<file path="config.mk">
export PLATFORM = sky130hd
export DESIGN_NAME = cpu_run_ctrl_flat
export DESIGN_NICKNAME = d
export VERILOG_FILES = /design/src/rtl/cpu_run_ctrl_if.sv /design/src/rtl/cpu_run_ctrl.sv /design/src/flat_wrapper.sv
export SDC_FILE = /design/constraint.sdc
export NUM_CORES = 1
export LEC_CHECK = 0
export ABC_AREA = 1
export CAP_MARGIN = 10
export CORE_MARGIN = 2
export CORE_UTILIZATION = 49
export CTS_CLUSTER_SIZE = 24
export DETAILED_ROUTE_END_ITERATION = 16
export GPL_ROUTABILITY_DRIVEN = 0
export PLACE_DENSITY = 0.78
export SLEW_MARGIN = 20
export SYNTH_ARGS = -nofsm -noshare
export SYNTH_HDL_FRONTEND = slang
export SYNTH_SLANG_ARGS = --single-unit
export TNS_END_PERCENT = 20
</file>
<file path="constraint.sdc">
create_clock -name clk -period 4.8 [get_ports clk]
set_input_delay 0.96 -clock clk [delete_from_list [all_inputs] [get_ports clk]]
set_output_delay 0.96 -clock clk [all_outputs]
set_load 0.01 [all_outputs]
</file>
<file path="src/rtl/cpu_run_ctrl_if.sv">
// cpu_run_ctrl_if: host command, core observation and run-control status
// signals for cpu_run_ctrl. The breakpoint signals exist only when
// CPU_RUN_CTRL_BKPT_EN is defined.
interface cpu_run_ctrl_if #(
   parameter int CNT_W  = 32,
   parameter int STEP_W = 8
);
   logic              cmd_valid;
   logic [1:0]        cmd_op;
   logic [STEP_W-1:0] cmd_arg;
   logic              cmd_ready;
   logic [31:0]       pc;
   logic [31:0]       instr;
`ifdef CPU_RUN_CTRL_BKPT_EN
   logic              bkpt_en;
   logic [31:0]       bkpt_addr;
`endif
   logic              start;
   logic              halted;
   logic [2:0]        halt_cause;
   logic [CNT_W-1:0]  cycle_cnt;
   logic [CNT_W-1:0]  instret;

`ifdef CPU_RUN_CTRL_BKPT_EN
   modport master (
      output cmd_valid, cmd_op, cmd_arg, pc, instr, bkpt_en, bkpt_addr,
      input  cmd_ready, start, halted, halt_cause, cycle_cnt, instret
   );
   modport slave (
      input  cmd_valid, cmd_op, cmd_arg, pc, instr, bkpt_en, bkpt_addr,
      output cmd_ready, start, halted, halt_cause, cycle_cnt, instret
   );
`else
   modport master (
      output cmd_valid, cmd_op, cmd_arg, pc, instr,
      input  cmd_ready, start, halted, halt_cause, cycle_cnt, instret
   );
   modport slave (
      input  cmd_valid, cmd_op, cmd_arg, pc, instr,
      output cmd_ready, start, halted, halt_cause, cycle_cnt, instret
   );
`endif
endinterface

</file>
<file path="src/rtl/cpu_run_ctrl.sv">
// cpu_run_ctrl: run controller for the single-cycle RISC-V core. Drives the
// core's start enable from HALT/RUN/STEP state, halts on ecall (and on a PC
// breakpoint when CPU_RUN_CTRL_BKPT_EN is defined), and keeps cycle and
// retired-instruction counters.
module cpu_run_ctrl #(
   parameter int CNT_W  = 32,
   parameter int STEP_W = 8
) (
   input logic          clk,
   input logic          reset,
   cpu_run_ctrl_if.slave bus
);

   typedef enum logic [1:0] {ST_HALT, ST_RUN, ST_STEP} state_t;
   typedef enum logic [1:0] {OP_RUN, OP_STEP, OP_HALT, OP_CLR} op_t;
   typedef enum logic [2:0] {
      CAUSE_RESET     = 3'd0,
      CAUSE_HOST      = 3'd1,
      CAUSE_STEP_DONE = 3'd2,
      CAUSE_ECALL     = 3'd3,
      CAUSE_BKPT      = 3'd4
   } cause_t;

   state_t            r_state;
   cause_t            r_cause;
   logic              r_halted;
   logic              r_resume;
   logic [STEP_W-1:0] r_steps_left;
   logic [CNT_W-1:0]  r_cycle_cnt;
   logic [CNT_W-1:0]  r_instret;

   logic              w_ecall;
   logic              w_bkpt;
   logic              w_stop;
   logic              w_start;
   logic              w_cmd_clr;
   logic              w_cmd_halt;
   logic              w_last_step;

   // Stop detection and core enable; reset drops start without waiting for a clock
   always_comb begin
      w_ecall = (bus.instr == 32'h0000_0073);
`ifdef CPU_RUN_CTRL_BKPT_EN
      w_bkpt  = bus.bkpt_en && (bus.pc == bus.bkpt_addr);
`else
      w_bkpt  = 1'b0;
`endif
      // resume masks the stop for one cycle so a halt at ecall/bkpt can step past it
      w_stop      = (w_ecall || w_bkpt) && !r_resume;
      w_start     = !reset && (r_state != ST_HALT) && !w_stop;
      w_cmd_clr   = bus.cmd_valid && (bus.cmd_op == OP_CLR);
      w_cmd_halt  = bus.cmd_valid && (bus.cmd_op == OP_HALT);
      w_last_step = (r_state == ST_STEP) && w_start && (r_steps_left == STEP_W'(1));
   end

   // Run-control FSM with registered halted/halt_cause
   always_ff @(posedge clk or posedge reset) begin
      if (reset) begin
         r_state      <= ST_HALT;
         r_halted     <= 1'b1;
         r_cause      <= CAUSE_RESET;
         r_steps_left <= '0;
         r_resume     <= 1'b0;
      end else begin
         r_resume <= 1'b0;
         case (r_state)
            ST_HALT: begin
               if (bus.cmd_valid && (bus.cmd_op == OP_RUN)) begin
                  r_state  <= ST_RUN;
                  r_halted <= 1'b0;
                  r_resume <= 1'b1;
               end else if (bus.cmd_valid && (bus.cmd_op == OP_STEP)) begin
                  r_state      <= ST_STEP;
                  r_halted     <= 1'b0;
                  r_resume     <= 1'b1;
                  r_steps_left <= (bus.cmd_arg == '0) ? STEP_W'(1) : bus.cmd_arg;
               end
            end
            default: begin
               if ((r_state == ST_STEP) && w_start)
                  r_steps_left <= r_steps_left - STEP_W'(1);
               // stop forces start low, so it never coincides with a retiring last step
               if (w_stop) begin
                  r_state  <= ST_HALT;
                  r_halted <= 1'b1;
                  r_cause  <= w_ecall ? CAUSE_ECALL : CAUSE_BKPT;
               end else if (w_last_step) begin
                  r_state  <= ST_HALT;
                  r_halted <= 1'b1;
                  r_cause  <= CAUSE_STEP_DONE;
               end else if (w_cmd_halt) begin
                  r_state  <= ST_HALT;
                  r_halted <= 1'b1;
                  r_cause  <= CAUSE_HOST;
               end
            end
         endcase
      end
   end

   // Cycle and retire counters; CLR wins over a same-cycle increment
   always_ff @(posedge clk or posedge reset) begin
      if (reset) begin
         r_cycle_cnt <= '0;
         r_instret   <= '0;
      end else begin
         if (w_cmd_clr)
            r_cycle_cnt <= '0;
         else if (r_state != ST_HALT)
            r_cycle_cnt <= r_cycle_cnt + CNT_W'(1);
         if (w_cmd_clr)
            r_instret <= '0;
         else if (w_start)
            r_instret <= r_instret + CNT_W'(1);
      end
   end

   assign bus.cmd_ready  = 1'b1;
   assign bus.start      = w_start;
   assign bus.halted     = r_halted;
   assign bus.halt_cause = r_cause;
   assign bus.cycle_cnt  = r_cycle_cnt;
   assign bus.instret    = r_instret;

endmodule

</file>
<file path="src/flat_wrapper.sv">
// flat-port wrapper written by rule: the top's interface ports become plain ports
module cpu_run_ctrl_flat 
#(
   parameter int CNT_W  = 32,
   parameter int STEP_W = 8
)
  (clk, reset, bus_cmd_valid, bus_cmd_op, bus_cmd_arg, bus_pc, bus_instr, bus_cmd_ready, bus_start, bus_halted, bus_halt_cause, bus_cycle_cnt, bus_instret);
  cpu_run_ctrl_if #(.CNT_W(CNT_W), .STEP_W(STEP_W)) bus_i ();
  input logic clk;
  input logic reset;
  input wire logic [$bits(bus_i.cmd_valid)-1:0] bus_cmd_valid;
  input wire logic [$bits(bus_i.cmd_op)-1:0] bus_cmd_op;
  input wire logic [$bits(bus_i.cmd_arg)-1:0] bus_cmd_arg;
  input wire logic [$bits(bus_i.pc)-1:0] bus_pc;
  input wire logic [$bits(bus_i.instr)-1:0] bus_instr;
  output wire logic [$bits(bus_i.cmd_ready)-1:0] bus_cmd_ready;
  output wire logic [$bits(bus_i.start)-1:0] bus_start;
  output wire logic [$bits(bus_i.halted)-1:0] bus_halted;
  output wire logic [$bits(bus_i.halt_cause)-1:0] bus_halt_cause;
  output wire logic [$bits(bus_i.cycle_cnt)-1:0] bus_cycle_cnt;
  output wire logic [$bits(bus_i.instret)-1:0] bus_instret;
  assign bus_i.cmd_valid = bus_cmd_valid;
  assign bus_i.cmd_op = bus_cmd_op;
  assign bus_i.cmd_arg = bus_cmd_arg;
  assign bus_i.pc = bus_pc;
  assign bus_i.instr = bus_instr;
  assign bus_cmd_ready = bus_i.cmd_ready;
  assign bus_start = bus_i.start;
  assign bus_halted = bus_i.halted;
  assign bus_halt_cause = bus_i.halt_cause;
  assign bus_cycle_cnt = bus_i.cycle_cnt;
  assign bus_instret = bus_i.instret;
  cpu_run_ctrl #(.CNT_W(CNT_W), .STEP_W(STEP_W)) u_core (.clk(clk), .reset(reset), .bus(bus_i));
endmodule
</file>
==> summary.md <==
| Metric | Value |
|---|---|
| Post-synthesis cell area | `approximately 5300 µm²` |
| Commonest non-fill, non-tap cell in the layout | `nand2_1` |
| Leak pwr | `between 0.002 and 0.003 µW` |
| Synth warn | `0` |
| Clock power frac | `between 20% and 30%` |
| Clk buf depth | `2` |
| H-Tree Depth | `3` |
| Global-route wire length before repair | `between 20000 and 25000 µm` |
| Util after Layout | `roughly 64%` |
| # hold bufs at CTS | `0` |
| Final setup margin | `roughly 1.0 ns` |
| Ant. Diodes | `0` |
| Length in cells of the worst reg-to-reg path | `12` |
| R2R Setup Slk | `roughly 2.1 ns` |
| Core area | `just over 10000 µm²` |
| Yosys reg bits | `just under 80` |
| Combinational power share | `about a third` |
| Status | `finished clean` |
| Post-CTS sizing | `0` |
| Normalized max-slew margin | `~52%` |
| Peak supply drop | `roughly 0.18 mV` |
| Wire per inst | `14.1 µm` |
| Max-slew violations | `0` |
| Worst Hold Launch | `u_core.bus.halt_cause[1]` |
| Mapped Cells | `~800` |
| Vias per inst | `between 5 and 6` |
| Number of buffers created by CTS | `9` |
| Mean Syn Cell Area | `approximately 6.6 µm²` |
| Yosys cell types | `36` |
| Largest net degree at the start of global routing | `80` |
| Power Dens Cells | `about 300 nW/µm²` |
| Total Wirelength | `14900 µm` |
| GRT overflow | `0` |
| DRC Markers | `0` |
| Syn-to-layout area delta | `26.6%` |
| Internal power | `roughly 1200 µW` |
| Worst slew pin tran | `roughly 0.72 ns` |
| Post-place setup slack | `about 1.0 ns` |
| Worst Path Arrival | `roughly 2.8 ns` |
| Crit path launch type | `input port` |
| Tightest Hold Check Type | `flip-flop to flip-flop` |
| Fin crit share | `roughly four fifths` |
| Top Ports | `~150` |
| Fmax | `roughly 0.27 GHz` |
| Setup repair after global routing missed its margin | `false` |
| Finish-stage setup viols | `0` |
| Worst Setup Path Type | `input port to output port` |
| Fin nets | `approximately 1000` |
| Vias | `approximately 5.8k` |
| Die Area | `~12000 µm²` |
| Antenna-violating nets left | `0` |
| Final min period | `3.75 ns` |
| Clk_lat worst skew | `~0.36 ns` |
| Biggest area consumer among synthesized cells | `dfrtp_1` |
| Switching fraction of total power | `around 39%` |
| EDFF count, synth | `0` |
| Top post-synthesis cells by area | `dfrtp_1 37%, nand2_1 15%, nor2_1 8.1%` |
| Drt first pass iters | `5` |
| Starting DRC count in detailed routing | `between 300 and 400` |
| Syn Nets | `~890` |
| WP data required | `3.84 ns` |
| Layout cells sized above 1 | `around 3.5%` |
| Post-DP HPWL | `about 11000 µm` |
| Effective utilization at floorplan | `between 50% and 60%` |
| Initial antenna violation count | `0` |
| Post-synth top area share | `a little under two fifths` |
| Commonest non-fill, non-tap cells in the layout | `216 x nand2_1, 114 x nor2_1, 113 x clkdlybuf4s50_1` |
| Main synth FF type | `dfrtp_1` |
| Final Skew | `0.0114 ns` |
| CTS tree | `done` |
| Die width | `approximately 110 µm` |
| Worst reg2reg path startpoint | `u_core.r_state[0]` |
| CP Max Fanout | `21` |
| Post-CTS setup buffers | `0` |
| Seq/Total Area, Yosys | `between 30% and 40%` |
| GR Util All Layers | `26.3%` |
| Num Clock Sinks | `79` |
| Crit. End Element | `output port` |
| Sw power | `approximately 760 µW` |
| Clk root buf | `clkbuf_8` |
| PortBufs | `between 100 and 150` |
| Final Hold Viols | `0` |
| RR Endpoint | `u_core.r_steps_left[0]` |
| Maxcap violations | `0` |
| WHS Path Cells | `2` |
| Setup TNS | `0 ns` |
| Vias in the first global route | `5478` |
| Worst hold path endpoint | `u_core.bus.halt_cause[1]` |
| Async SR Flop Fraction | `100%` |
| Flop pwr share | `a little over two fifths` |
| Die H | `108 µm` |
| Clk slew on worst S/H paths | `0.08 ns` |
| Rows | `37` |
[worst max-delay path, stage by stage]
cell and delay (ns):
clkdlybuf4s50_1 0.40, nor2_1 0.16, and2_1 0.14, nand2_1 0.05, nor2_1 0.08, nand3_1 0.13, nand2_1 0.09, buf_4 0.24
inv_2 0.06, clkdlybuf4s50_1 0.47
[cells by family (layout without fill, tap and decap cells)]
family / after synthesis / count (layout) / synth area share, %
simple gates: 501 / 501 / 42.1
compound gates: 87 / 87 / 8.87
flops: 79 / 79 / 37.5
fa+ha+maj: 4 / 4 / 0.949
buf+inv: 126 / 241 / 9.46
xor+xnor: 6 / 6 / 0.996
other cells: 1 / 1 / 0.0711
[power groups by stage]
| stage | logic (µW) | clock network (µW) | registers [µW] |
|---|---|---|---|
| after floorplan | 431 | 0 | 851 |
| after global placement | 664 | 0 | 848 |
| after global routing | 770 | 474 | 855 |
| after detailed placement | 691 | 0 | 852 |
| after CTS | 691 | 446 | 841 |
| final | 689 | 439 | 843 |
[synth_stat cells (all sizes together), types with 4 or more instances]
cell,n
ha,4
xor2,6
nand2,220
nor2,116
clkbuf,4
nor3b,6
inv,109
nor4,4
nand3,71
a21oi,17
dfrtp,78
nand4,47
o21ai,55
nor3,32
o31ai,5
a31oi,4
buf,13
[registers in the layout (all words and copies together), names as in the netlist]
signal / cells
u_core.r_resume: 1
u_core.bus.halt_cause: 3
u_core.bus.instret: 32
u_core.bus.cycle_cnt: 32
u_core.bus.halted: 1
u_core.r_state: 2
u_core.r_steps_left: 8
[stage by stage]
stage | power [µW] | hold WS, ns | std cells | instance area (µm²)
floorplan | 1280 | 0.476 | 804 | 5280
global placement | 1510 | 0.468 | 1040 | 6520
detailed placement | 1540 | 0.468 | 1040 | 6520
CTS | 1980 | 0.488 | 1055 | 6670
global route | 2100 | 0.529 | 1055 | 6680
finish | 1970 | 0.490 | 1055 | 6680
[worst max-delay path by stage]
stage	start	endpoint	slack [ns]	cells past startpoint
after global routing	bus_instr[26]	bus_start	0.89	11
after CTS	bus_instr[21]	bus_start	1.04	10
after floorplan	reset	bus_start	0.47	6
after global placement	bus_instr[21]	bus_start	1.09	10
final	bus_instr[21]	bus_start	1.05	10
after detailed placement	bus_instr[26]	bus_start	1.05	11
[layout make-up]
class                      instances  area [µm²]
fill                             984        3690
multi-input combinational        599        2800
sequential                        79        1980
timing repair buffer             117        1160
inverter                         109         409
tap                              136         170
clock buffer                      14         153
clock inverter                     1        5.00
[metal layers]
| metal | GRT usage [%] | up-vias | share of wire (%) | wire length (µm) |
|---|---|---|---|---|
| met4 | 11.6 | 0 | 2.7 | 402 |
| met1 | 32.7 | 2700 | 43 | 6420 |
| met3 | 3.81 | 44 | 5.5 | 824 |
| met5 | 0 | - | 0 | 0 |
| li1 | - | 2852 | - | - |
| met2 | 45.3 | 209 | 49 | 7280 |
(Power assumes the default switching activity.)
